## config.mk

```make
export PLATFORM = sky130hd
export DESIGN_NAME = seg7_scan_ctrl_flat
export DESIGN_NICKNAME = d
export VERILOG_FILES = /design/src/rtl/seg7_pkg.sv /design/src/rtl/seg7_scan_ctrl_if.sv /design/src/rtl/seg7_hex_decode.sv /design/src/rtl/seg7_scan_ctrl.sv /design/src/flat_wrapper.sv
export SDC_FILE = /design/constraint.sdc
export NUM_CORES = 1
export LEC_CHECK = 0
export ABC_AREA = 1
export BUFFER_PORTS_ARGS = -buffer_cell sky130_fd_sc_hd__buf_2
export CAP_MARGIN = 15
export CORE_UTILIZATION = 54
export DETAILED_ROUTE_END_ITERATION = 6
export GPL_ROUTABILITY_DRIVEN = 0
export PLACE_DENSITY = 0.78
export RECOVER_POWER = 25
export SYNTH_ARGS = -nofsm -noshare
export SYNTH_HDL_FRONTEND = slang
export SYNTH_SLANG_ARGS = --single-unit
```

## constraint.sdc

```tcl
create_clock -name clk -period 1.65 [get_ports clk]
set_input_delay 0.165 -clock clk [delete_from_list [all_inputs] [get_ports clk]]
set_output_delay 0.165 -clock clk [all_outputs]
set_load 0.02 [all_outputs]
```

## src/rtl/seg7_pkg.sv

```systemverilog
// Shared constants and state types for the multiplexed 7-segment scan controller.
package seg7_pkg;

  localparam int unsigned IDX_W = 3;
  localparam int unsigned SEG_W = 7;

  localparam logic [SEG_W-1:0] SEG_OFF = 7'h7F;

  // Active-high {g,f,e,d,c,b,a} patterns; entry n is the glyph for hex digit n
  localparam logic [15:0][SEG_W-1:0] SEG_PAT = {
    7'h71, 7'h79, 7'h5E, 7'h39, 7'h7C, 7'h77, 7'h6F, 7'h7F,
    7'h07, 7'h7D, 7'h6D, 7'h66, 7'h4F, 7'h5B, 7'h06, 7'h3F
  };

  typedef enum logic {BLANK = 1'b0, DRIVE = 1'b1} scan_st_e;
  typedef enum logic {IDLE  = 1'b0, PEND  = 1'b1} commit_st_e;

endpackage

```

## src/rtl/seg7_scan_ctrl_if.sv

```systemverilog
// Digit write / commit port between the nibble producers and the scan controller.
interface seg7_scan_ctrl_if;
  import seg7_pkg::*;

  logic             wr_en;
  logic [IDX_W-1:0] wr_addr;
  logic [3:0]       wr_data;
  logic             wr_ready;
  logic             commit;
  logic             commit_pend;

  modport master (output wr_en, wr_addr, wr_data, commit, input wr_ready, commit_pend);
  modport slave  (input wr_en, wr_addr, wr_data, commit, output wr_ready, commit_pend);

endinterface

```

## src/rtl/seg7_hex_decode.sv

```systemverilog
// Combinational hex nibble to active-low cathode decoder.
module seg7_hex_decode
  import seg7_pkg::*;
(
  input  logic [3:0]       i_nibble,
  output logic [SEG_W-1:0] o_seg_c
);

  assign o_seg_c = ~SEG_PAT[i_nibble];

endmodule

```

## src/rtl/seg7_scan_ctrl.sv

```systemverilog
// Scan scheduler for a multiplexed 7-segment display with shadow/active digit buffers.
// Optional leading-zero blanking is enabled by defining SEG7_LZB_EN.
module seg7_scan_ctrl
  import seg7_pkg::*;
#(
  parameter int unsigned NUM_DIGITS = 8,
  parameter int unsigned CLK_DIV    = 100000,
  parameter int unsigned BLANK_CYC  = 1000
) (
  input  logic                  clk,
  input  logic                  rst,
  seg7_scan_ctrl_if.slave       wr_bus,
  input  logic [NUM_DIGITS-1:0] digit_en,
  output logic [NUM_DIGITS-1:0] an,
  output logic [SEG_W-1:0]      seg,
  output logic                  frame_tick
);

  localparam int unsigned     PSC_W    = (CLK_DIV > 1) ? $clog2(CLK_DIV) : 1;
  localparam logic [PSC_W-1:0] PSC_LAST = PSC_W'(CLK_DIV - 1);
  localparam logic [IDX_W-1:0] IDX_LAST = IDX_W'(NUM_DIGITS - 1);
  localparam scan_st_e        SCAN_RST = (BLANK_CYC > 0) ? BLANK : DRIVE;

  logic [PSC_W-1:0]           r_psc;
  logic [IDX_W-1:0]           r_idx;
  logic [NUM_DIGITS-1:0][3:0] r_shadow;
  logic [NUM_DIGITS-1:0][3:0] r_active;
  scan_st_e                   r_scan_st;
  commit_st_e                 r_cm_st;
  logic [NUM_DIGITS-1:0]      r_an;
  logic [SEG_W-1:0]           r_seg;
  logic                       r_wrap_d;
  logic                       r_frame_tick;
  logic                       r_wr_ready;
  logic                       r_commit_pend;

  logic [PSC_W-1:0]           w_psc_nxt;
  logic                       w_slot_end;
  logic                       w_wrap;
  scan_st_e                   w_scan_nxt;
  commit_st_e                 w_cm_nxt;
  logic                       w_wr_acc;
  logic                       w_copy;
  logic [NUM_DIGITS-1:0]      w_lzb;
  logic [NUM_DIGITS-1:0]      w_an_nxt;
  logic [SEG_W-1:0]           w_seg_nxt;
  logic [SEG_W-1:0]           w_dec_seg;

  assign w_slot_end = (r_psc == PSC_LAST);
  assign w_wrap     = w_slot_end && (r_idx == IDX_LAST);
  assign w_psc_nxt  = w_slot_end ? '0 : r_psc + PSC_W'(1);

  // Slot prescaler and digit index
  always_ff @(posedge clk or negedge rst) begin
    if (!rst) begin
      r_psc <= '0;
      r_idx <= '0;
    end else begin
      r_psc <= w_psc_nxt;
      if (w_slot_end) r_idx <= (r_idx == IDX_LAST) ? '0 : r_idx + IDX_W'(1);
    end
  end

  // Scan FSM: state register
  always_ff @(posedge clk or negedge rst) begin
    if (!rst) r_scan_st <= SCAN_RST;
    else      r_scan_st <= w_scan_nxt;
  end

  // Scan FSM: next state
  always_comb begin
    w_scan_nxt = r_scan_st;
    case (r_scan_st)
      BLANK:   if (32'(w_psc_nxt) >= BLANK_CYC) w_scan_nxt = DRIVE;
      DRIVE:   if (w_slot_end && (BLANK_CYC != 0)) w_scan_nxt = BLANK;
      default: w_scan_nxt = SCAN_RST;
    endcase
  end

  seg7_hex_decode u_dec (
    .i_nibble (r_active[r_idx]),
    .o_seg_c  (w_dec_seg)
  );

`ifdef SEG7_LZB_EN
  // Zero digits above the most significant nonzero one are suppressed; digit 0 always shows
  always_comb begin : lzb
    logic w_run;
    w_run = 1'b1;
    w_lzb = '0;
    for (int i = int'(NUM_DIGITS) - 1; i > 0; i--) begin
      w_run    = w_run & (r_active[i] == 4'h0);
      w_lzb[i] = w_run;
    end
  end
`else
  assign w_lzb = '0;
`endif

  // Scan FSM: outputs
  always_comb begin
    w_an_nxt  = '1;
    w_seg_nxt = SEG_OFF;
    if (r_scan_st == DRIVE) begin
      w_seg_nxt       = w_dec_seg;
      w_an_nxt[r_idx] = ~(digit_en[r_idx] & ~w_lzb[r_idx]);
    end
  end

  // Commit FSM: state register
  always_ff @(posedge clk or negedge rst) begin
    if (!rst) r_cm_st <= IDLE;
    else      r_cm_st <= w_cm_nxt;
  end

  // Commit FSM: next state
  always_comb begin
    w_cm_nxt = r_cm_st;
    case (r_cm_st)
      IDLE:    if (wr_bus.commit) w_cm_nxt = PEND;
      PEND:    if (w_wrap) w_cm_nxt = IDLE;
      default: w_cm_nxt = IDLE;
    endcase
  end

  // Commit FSM: outputs; out-of-range addresses are acknowledged but dropped
  always_comb begin
    w_wr_acc = 1'b0;
    w_copy   = 1'b0;
    case (r_cm_st)
      IDLE:    w_wr_acc = wr_bus.wr_en && (32'(wr_bus.wr_addr) < NUM_DIGITS);
      PEND:    w_copy   = w_wrap;
      default: ;
    endcase
  end

  // Shadow and active digit buffers
  always_ff @(posedge clk or negedge rst) begin
    if (!rst) begin
      r_shadow <= '0;
      r_active <= '0;
    end else begin
      if (w_wr_acc) r_shadow[wr_bus.wr_addr] <= wr_bus.wr_data;
      if (w_copy)   r_active <= r_shadow;
    end
  end

  // Registered outputs; frame_tick is delayed twice to line up with an/seg of digit 0
  always_ff @(posedge clk or negedge rst) begin
    if (!rst) begin
      r_an          <= '1;
      r_seg         <= SEG_OFF;
      r_wrap_d      <= 1'b0;
      r_frame_tick  <= 1'b0;
      r_wr_ready    <= 1'b1;
      r_commit_pend <= 1'b0;
    end else begin
      r_an          <= w_an_nxt;
      r_seg         <= w_seg_nxt;
      r_wrap_d      <= w_wrap;
      r_frame_tick  <= r_wrap_d;
      r_wr_ready    <= (w_cm_nxt == IDLE);
      r_commit_pend <= (w_cm_nxt == PEND);
    end
  end

  assign an                 = r_an;
  assign seg                = r_seg;
  assign frame_tick         = r_frame_tick;
  assign wr_bus.wr_ready    = r_wr_ready;
  assign wr_bus.commit_pend = r_commit_pend;

endmodule

```

## src/flat_wrapper.sv

```systemverilog
// flat-port wrapper written by rule: the top's interface ports become plain ports
module seg7_scan_ctrl_flat import seg7_pkg::*;
#(
  parameter int unsigned NUM_DIGITS = 8,
  parameter int unsigned CLK_DIV    = 100000,
  parameter int unsigned BLANK_CYC  = 1000
)
  (clk, rst, digit_en, an, seg, frame_tick, wr_bus_wr_en, wr_bus_wr_addr, wr_bus_wr_data, wr_bus_commit, wr_bus_wr_ready, wr_bus_commit_pend);
  seg7_scan_ctrl_if wr_bus_i ();
  input  logic clk;
  input  logic rst;
  input  logic [NUM_DIGITS-1:0] digit_en;
  output logic [NUM_DIGITS-1:0] an;
  output logic [SEG_W-1:0] seg;
  output logic frame_tick;
  input wire logic [$bits(wr_bus_i.wr_en)-1:0] wr_bus_wr_en;
  input wire logic [$bits(wr_bus_i.wr_addr)-1:0] wr_bus_wr_addr;
  input wire logic [$bits(wr_bus_i.wr_data)-1:0] wr_bus_wr_data;
  input wire logic [$bits(wr_bus_i.commit)-1:0] wr_bus_commit;
  output wire logic [$bits(wr_bus_i.wr_ready)-1:0] wr_bus_wr_ready;
  output wire logic [$bits(wr_bus_i.commit_pend)-1:0] wr_bus_commit_pend;
  assign wr_bus_i.wr_en = wr_bus_wr_en;
  assign wr_bus_i.wr_addr = wr_bus_wr_addr;
  assign wr_bus_i.wr_data = wr_bus_wr_data;
  assign wr_bus_i.commit = wr_bus_commit;
  assign wr_bus_wr_ready = wr_bus_i.wr_ready;
  assign wr_bus_commit_pend = wr_bus_i.commit_pend;
  seg7_scan_ctrl #(.NUM_DIGITS(NUM_DIGITS), .CLK_DIV(CLK_DIV), .BLANK_CYC(BLANK_CYC)) u_core (.clk(clk), .rst(rst), .wr_bus(wr_bus_i), .digit_en(digit_en), .an(an), .seg(seg), .frame_tick(frame_tick));
endmodule
```

After elaboration in Yosys (flattened, before gate mapping)
Memory sizes are Yosys's and may differ from the RTL's.
Cells that the tools add are included.
{"block": "op_classes", "n_lt_le_gt_ge": 6, "n_mux": 23, "add_sub_neg": 2, "reduce_logical": 3, "n_eq_ne": 2, "n_bitwise": 9}
{"op": "32-bit bitwise mux", "count": 1}
{"op": "17-bit by 1-bit adder with 17-bit output, second input constant", "count": 1}
{"op": "17-bit equality test, second input constant", "count": 1}
{"op": "17-bit by 10-bit >= comparator with 1-bit output, second input constant", "count": 1}
{"op": "17-bit two-way mux", "count": 1}
{"op": "7-bit two-way mux", "count": 2}
{"op": "4-bit binary-select mux with 3-bit select", "count": 1}
{"op": "4-bit demux with 3-bit select", "count": 1}
{"op": "1-bit two-way mux", "count": 9}
{"op": "3-bit by 4-bit < comparator with 1-bit output, second input constant", "count": 2}
{"op": "4-bit two-way mux", "count": 2}
{"op": "8-bit two-way mux", "count": 1}
{"op": "8-bit inverter", "count": 1}
{"op": "8-bit OR", "count": 1}
{"op": "7-bit inverter", "count": 1}
{"op": "3-bit by 1-bit >= comparator with 1-bit output, second input constant", "count": 2}
{"op": "4-bit by 5-bit < comparator with 1-bit output, second input constant", "count": 1}
{"op": "1-bit inverter", "count": 5}
{"op": "1-bit case mux with 2 select lines", "count": 2}
{"op": "3-bit by 1-bit adder with 3-bit output, second input constant", "count": 1}
{"op": "1-bit binary-select mux with 3-bit select", "count": 1}
{"op": "1-bit demux with 3-bit select", "count": 1}
{"op": "3-bit equality test, second input constant", "count": 1}
{"op": "1-bit logical AND", "count": 3}
{"op": "other kinds (2)", "count": 2}
{"block": "word_totals", "output_inout_bits": 18, "rom_bits": 120, "regBits": 104, "n_memories": 2, "word_cells": 72, "in_bits": 19}
{"name": "(no name shown)", "depth": 16, "width": 7, "rd": 1, "rd_clocked_by_memory_dff": 0, "wr": 0, "line_no": "seg7_hex_decode.sv:9", "source": "assign o_seg_c = ~SEG_PAT[i_nibble];"}
{"name": "(no name shown)", "depth": 8, "width": 1, "rd": 1, "rd_clocked_by_memory_dff": 0, "wr": 0, "line_no": "seg7_scan_ctrl.sv:106", "source": "w_an_nxt[r_idx] = ~(digit_en[r_idx] & ~w_lzb[r_idx]);"}

Depth between registers and ports, before layout
{"block": "logic_depth", "depth_word": 7, "ltp_mapped": 13, "mapped_depth_nobuf": 13}

Cells and area by module
From an unflattened synthesis, not the netlist that was laid out.
{"block": "unflattened", "cells_unflattened": 566, "hier_area_um2": 4904.7}
{"module": "seg7_scan_ctrl", "area_per_inst_um2": 4642.0, "n_inst": 1, "cells_each": 515, "seq_area_each_um2": 2622.5}
{"module": "seg7_hex_decode", "area_per_inst_um2": 262.8, "n_inst": 1, "cells_each": 51, "seq_area_each_um2": 0.0}

Worst setup path after synthesis
OpenSTA, ideal clock, no wires.
{"block": "synth_timing", "kind": "reg-to-reg", "startpoint": "register u_core.r_idx[0]", "endpoint": "register u_core.r_seg[6], in the netlist u_core.seg[6]", "t_arrival_ns": 1.760, "t_required_ns": 1.558, "path_buffers": 2, "slack_ns": -0.203, "synth_period_minus_slack_ns": 1.853, "path_stages_with_launch": 12, "path_cell_list": "dfrtp_1 buf_2 buf_2 o21ai_0 nand3_1 nor2_1 inv_1 ha_1 nand2_1 o21ai_0 nand2_1 nand3_1"}
{"block": "synth_between", "elab_chain_len": 6}
{"element": "from (decl)", "line_no": "seg7_scan_ctrl.sv:25", "source": "logic [IDX_W-1:0] r_idx;"}
{"element": "from (signal assigned)", "line_no": "seg7_scan_ctrl.sv:60", "source": "if (w_slot_end) r_idx <= (r_idx == IDX_LAST) ? '0 : r_idx + IDX_W'(1);"}
{"element": "4-bit binary-select mux with 3-bit select", "line_no": "seg7_scan_ctrl.sv:81", "source": ".i_nibble (r_active[r_idx]),"}
{"element": "4-bit two-way mux (not written as such)", "line_no": "seg7_scan_ctrl.sv:81"}
{"element": "memory read 16 x 7 bit"}
{"element": "7-bit two-way mux (not written as such)", "line_no": "seg7_hex_decode.sv:9"}
{"element": "7-bit inverter", "line_no": "seg7_hex_decode.sv:9"}
{"element": "7-bit two-way mux", "line_no": "seg7_scan_ctrl.sv:104", "source": "if (r_scan_st == DRIVE) begin"}
{"element": "via u_core.w_seg_nxt[6]", "line_no": "seg7_scan_ctrl.sv:46", "source": "logic [SEG_W-1:0] w_seg_nxt;"}
{"element": "to (signal assigned)", "line_no": "seg7_scan_ctrl.sv:159", "source": "r_seg <= w_seg_nxt;"}
{"element": "to (decl)", "line_no": "seg7_scan_ctrl.sv:31", "source": "logic [SEG_W-1:0] r_seg;"}
The timed path passes the listed nets, and every way through them passes these cells. The select of a mux whose other input is x is not followed.
A chain may end at the register's enable or synchronous reset.

Worst setup path in the final report
{"block": "layout_timing", "startpoint": "register u_core.r_psc[0]", "endpoint": "register u_core.r_active[21] (netlist name)"}
{"block": "layout_between", "elab_chain_len": 3}
{"element": "from (decl)", "line_no": "seg7_scan_ctrl.sv:24", "source": "logic [PSC_W-1:0] r_psc;"}
{"element": "from (signal assigned)", "line_no": "seg7_scan_ctrl.sv:59", "source": "r_psc <= w_psc_nxt;"}
{"element": "17-bit equality test", "line_no": "seg7_scan_ctrl.sv:49", "source": "assign w_slot_end = (r_psc == PSC_LAST);"}
{"element": "1-bit logical AND", "line_no": "seg7_scan_ctrl.sv:50", "source": "assign w_wrap = w_slot_end && (r_idx == IDX_LAST);"}
{"element": "via u_core.w_wrap", "line_no": "seg7_scan_ctrl.sv:39", "source": "logic w_wrap;"}
{"element": "1-bit two-way mux", "line_no": "seg7_scan_ctrl.sv:130", "source": "case (r_cm_st)"}
{"element": "to (signal assigned)", "line_no": "seg7_scan_ctrl.sv:144", "source": "if (w_copy) r_active <= r_shadow;"}
{"element": "to (decl)", "line_no": "seg7_scan_ctrl.sv:27", "source": "logic [NUM_DIGITS-1:0][3:0] r_active;"}
The timed path passes the listed nets, and every way through them passes these cells.

==> results.toml <==
[status]
outcome = "finished with violations"
failed_checks = "negative setup slack"

[setup_path]
crit_path_max_fanout = 8
cp_common_cell = "nand2_4"
max_stage_delay_ns = 0.39
worstPathArrival_ns = 2.24
cp_num_buf_inv = 3
cp_slowest_cell = "dfrtp_1"
end_kind = "flop"
setup.worst_path.start_class = "flop"
crit_family = "simple AND/OR/NAND/NOR gates"
worstPathCellList = "ha_2, nand2_4, inv_4, nand2_4, nor2_4, nand2_4, nor2_4, nand2_4, buf_16, clkbuf_16, o21ai_1"
cp.required_ns = 1.94
crit_type = "reg2reg"

[timing]
fin_worst_skew_ns = 0.02081
rsz0062_at_grt = "yes"
finalCriticalPeriod_ns = 1.948
timing.final.ws_setup_ns = -0.2977
worst_pin_slew_ns = 0.6232
relSlewSlack_pct = 58.45
setup_violations = 42
maxSlewViolCount = 0
hold_viol_final = 0
period_share_pct = 118.0
timing.setup.tns_ns = -7.305
max_freq_mhz = 513.4

[clocking]
path_clk_slew_ns = 0.12
cts_root_buf = "clkbuf_8"
worstSkewPairLatency_ns = 0.40
cts-htree-levels = 3
cts_tree = "yes"
cts_buffer_depth = 2
cts_buffers = 9
cts_sinks = 104

[route]
drt_iter0_drc = 318
ant_nets = 0
num_vias = 4423
first_pass_iters = 5
vias_per_cell = 5.536
drt_wl_total_mm = 13.80
drc = 0
avgRoutedWirePerCell_microns = 17.27

[power_and_ir_drop]
leakagePower_nw = 3.276
power_density_mw_per_mm2 = 677.0
ir_worst_vdd_mv = 0.7730

[logic_synthesis]
synthTopCellsByArea = "dfrtp_1 (46%), nand2_1 (11%), dfstp_2 (8.7%)"
async_flop_share_pct = 100.0
netlist_area_sq_mm = 0.004808
yosysTopAreaCell = "dfrtp_1"
yosys-top-cells-count = "nand2_1 (139), dfrtp_1 (88), inv_1 (72)"
yosys_warnings = 0
synth-main-ff-cell = "dfrtp_1"
ys_ff_latch = 104
syn_inst = 557
synth_top_area_share_pct = 45.80
synth-edff-count = 0
synth_area_per_cell_sq_um = 8.633
ys_seq_area_share_pct = 54.54
ys_types = 33
syn-num-nets = 585
yosysMostFrequentCell = "nand2_1"

[floorplan]
boundaryPins = 37
start_util_pct = 55.41
die_h_microns = 96.36
fp-row-count = 34
core_area_sq_mm = 0.008678
die_x_microns = 96.36
die_area_sq_mm = 0.009285

[place]
hpwlAfterDp_mm = 8.187
post-place-cells = 751
place_area_sq_mm = 0.005590
port_buffers = 36

[worst_hold_path]
hp-class = "in2reg"

[finish]
finish.net_count = 714
regArea_sq_mm = 0.002626
drive_gt1_share_pct = 39.36
multi_input_area_sq_mm = 0.002181
fill_cells = 533
utilization_pct = 75.13
syn2layout_area_growth_pct = 35.60
num_antenna_cells = 0
layoutNonFillerInstCount = 799
design_area_sq_mm = 0.006520

[job]
maxCapViolCount = 0

[global_route]
grt_max_degree = 36
met3_usage_pct = 3.318
antenna_found_initial = 0
grt_overflow = 0
grt_use_met2_pct = 47.34
use_met1_pct = 35.04
grt-busiest-layer = "met2"
grt_usage_pct = 27.87
grt_pass1_wl_mm = 19.26
grt_pass1_vias = 4082
## state kept, by name, summed over array words and instances, names as in the netlist
name and cells:
u_core.r_active 32, u_core.r_shadow 32, u_core.r_psc 17, u_core.an 8, u_core.seg 7, u_core.r_idx 3
u_core.frame_tick 1, u_core.r_cm_st 1, u_core.r_scan_st 1, u_core.r_wrap_d 1, u_core.wr_bus.wr_ready 1
## metrics by stage
stage	power (mW)	hold slack (ns)	worst slack (ns)
after global routing	4.529	0.04532	-0.4136
after floorplan	2.703	-0.1306	-0.07864
final	4.414	0.02982	-0.2977
after CTS	4.371	0.03806	-0.1446
after detailed placement	2.821	0.09041	-0.2491
after global placement	2.810	0.08875	-0.1356
## cells by family (layout without fill, tap and decap cells)
logic type / count (synthesis) / count (layout) / share of synthesized area (%)
fa+ha+maj: 9 / 9 / 2.342
xor+xnor: 1 / 1 / 0.1822
mux: 18 / 18 / 4.293
flops: 104 / 104 / 54.54
buf+inv: 86 / 220 / 7.208
simple gates: 265 / 265 / 23.34
compound gates: 74 / 74 / 8.093
## path summary, 6_finish.rpt
| check | cells past startpoint | slack, ns | from | end |
|---|---|---|---|---|
| max | 11 | -0.30 | u_core.r_psc[0] | u_core.r_active[21] |
| min | 3 | 0.03 | wr_bus_wr_data[2] | u_core.r_shadow[14] |
| max reg2reg | 11 | -0.30 | u_core.r_psc[0] | u_core.r_active[21] |
| min reg2reg | 0 | 0.36 | u_core.r_wrap_d | u_core.frame_tick |
| max in group asynchronous | 3 | 0.39 | rst | u_core.r_shadow[25] |
| min in group asynchronous | 2 | 0.30 | rst | u_core.r_psc[6] |
## cells in the final DEF, fill, tap and decap left out, types with 2 or more instances in the layout
cell type,count
nand3b_1,2
clkbuf_16,4
buf_12,4
dfrtp_1,85
nand2_1,118
nand3_2,6
inv_1,58
nor2_4,14
o21ai_1,11
mux2_2,17
nand3_1,33
nand4_1,3
buf_4,66
o21ai_2,9
nand2_4,13
buf_6,9
ha_2,2
or2_2,2
o211ai_1,5
a21oi_2,4
buf_8,2
inv_6,4
o21bai_1,2
dlygate4sd3_1,4
dfstp_2,16
nor2_1,40
nand2_2,11
clkbuf_8,9
nor2_2,13
nor3_1,8
dfrtp_2,3
ha_1,6
o21ai_0,39
buf_2,35
inv_2,15
a21oi_1,2
## power by group
group / internal, mW / total, mW / leakage [nW] / switching (mW)
Combinational: 0.0501 / 0.163 / 1.86 / 0.113
Clock: 0.593 / 1.63 / 0.0997 / 1.04
Sequential: 2.60 / 2.62 / 1.32 / 0.0235
Total: 3.24 / 4.41 / 3.28 / 1.17
## cell type report
class / instances / area share (%)
clock buffer: 9 / 1.900
tap: 108 / 2.073
multi-input combinational: 367 / 33.45
clock inverter: 7 / 1.036
sequential: 104 / 40.28
timing repair buffer: 128 / 16.79
inverter: 76 / 4.471
## worst register-to-register path, cell delays in order, from the launching register on
cell,delay [ns]
dfrtp_1,0.39
ha_2,0.22
nand2_4,0.09
inv_4,0.07
nand2_4,0.05
nor2_4,0.10
nand2_4,0.07
nor2_4,0.12
nand2_4,0.13
buf_16,0.18
clkbuf_16,0.16
o21ai_1,0.25
## timing repair
action / in CTS / in global routing
hold endpoints to repair: 44 / 0
buffers inserted: 11 / 11
pin swaps: 14 / 19
endpoints found under the setup margin: 42 / 51
gates resized for setup: 65 / 71
hold buffers: 4 / 0
gates cloned: 2 / 4
## metal layers
metal	vias up	share of wire, %
met4	0	5.4
met3	60	5.6
li1	2030	-
met2	196	50
met5	-	0
met1	2137	39
Note: power is estimated with default switching activity, not from simulation.
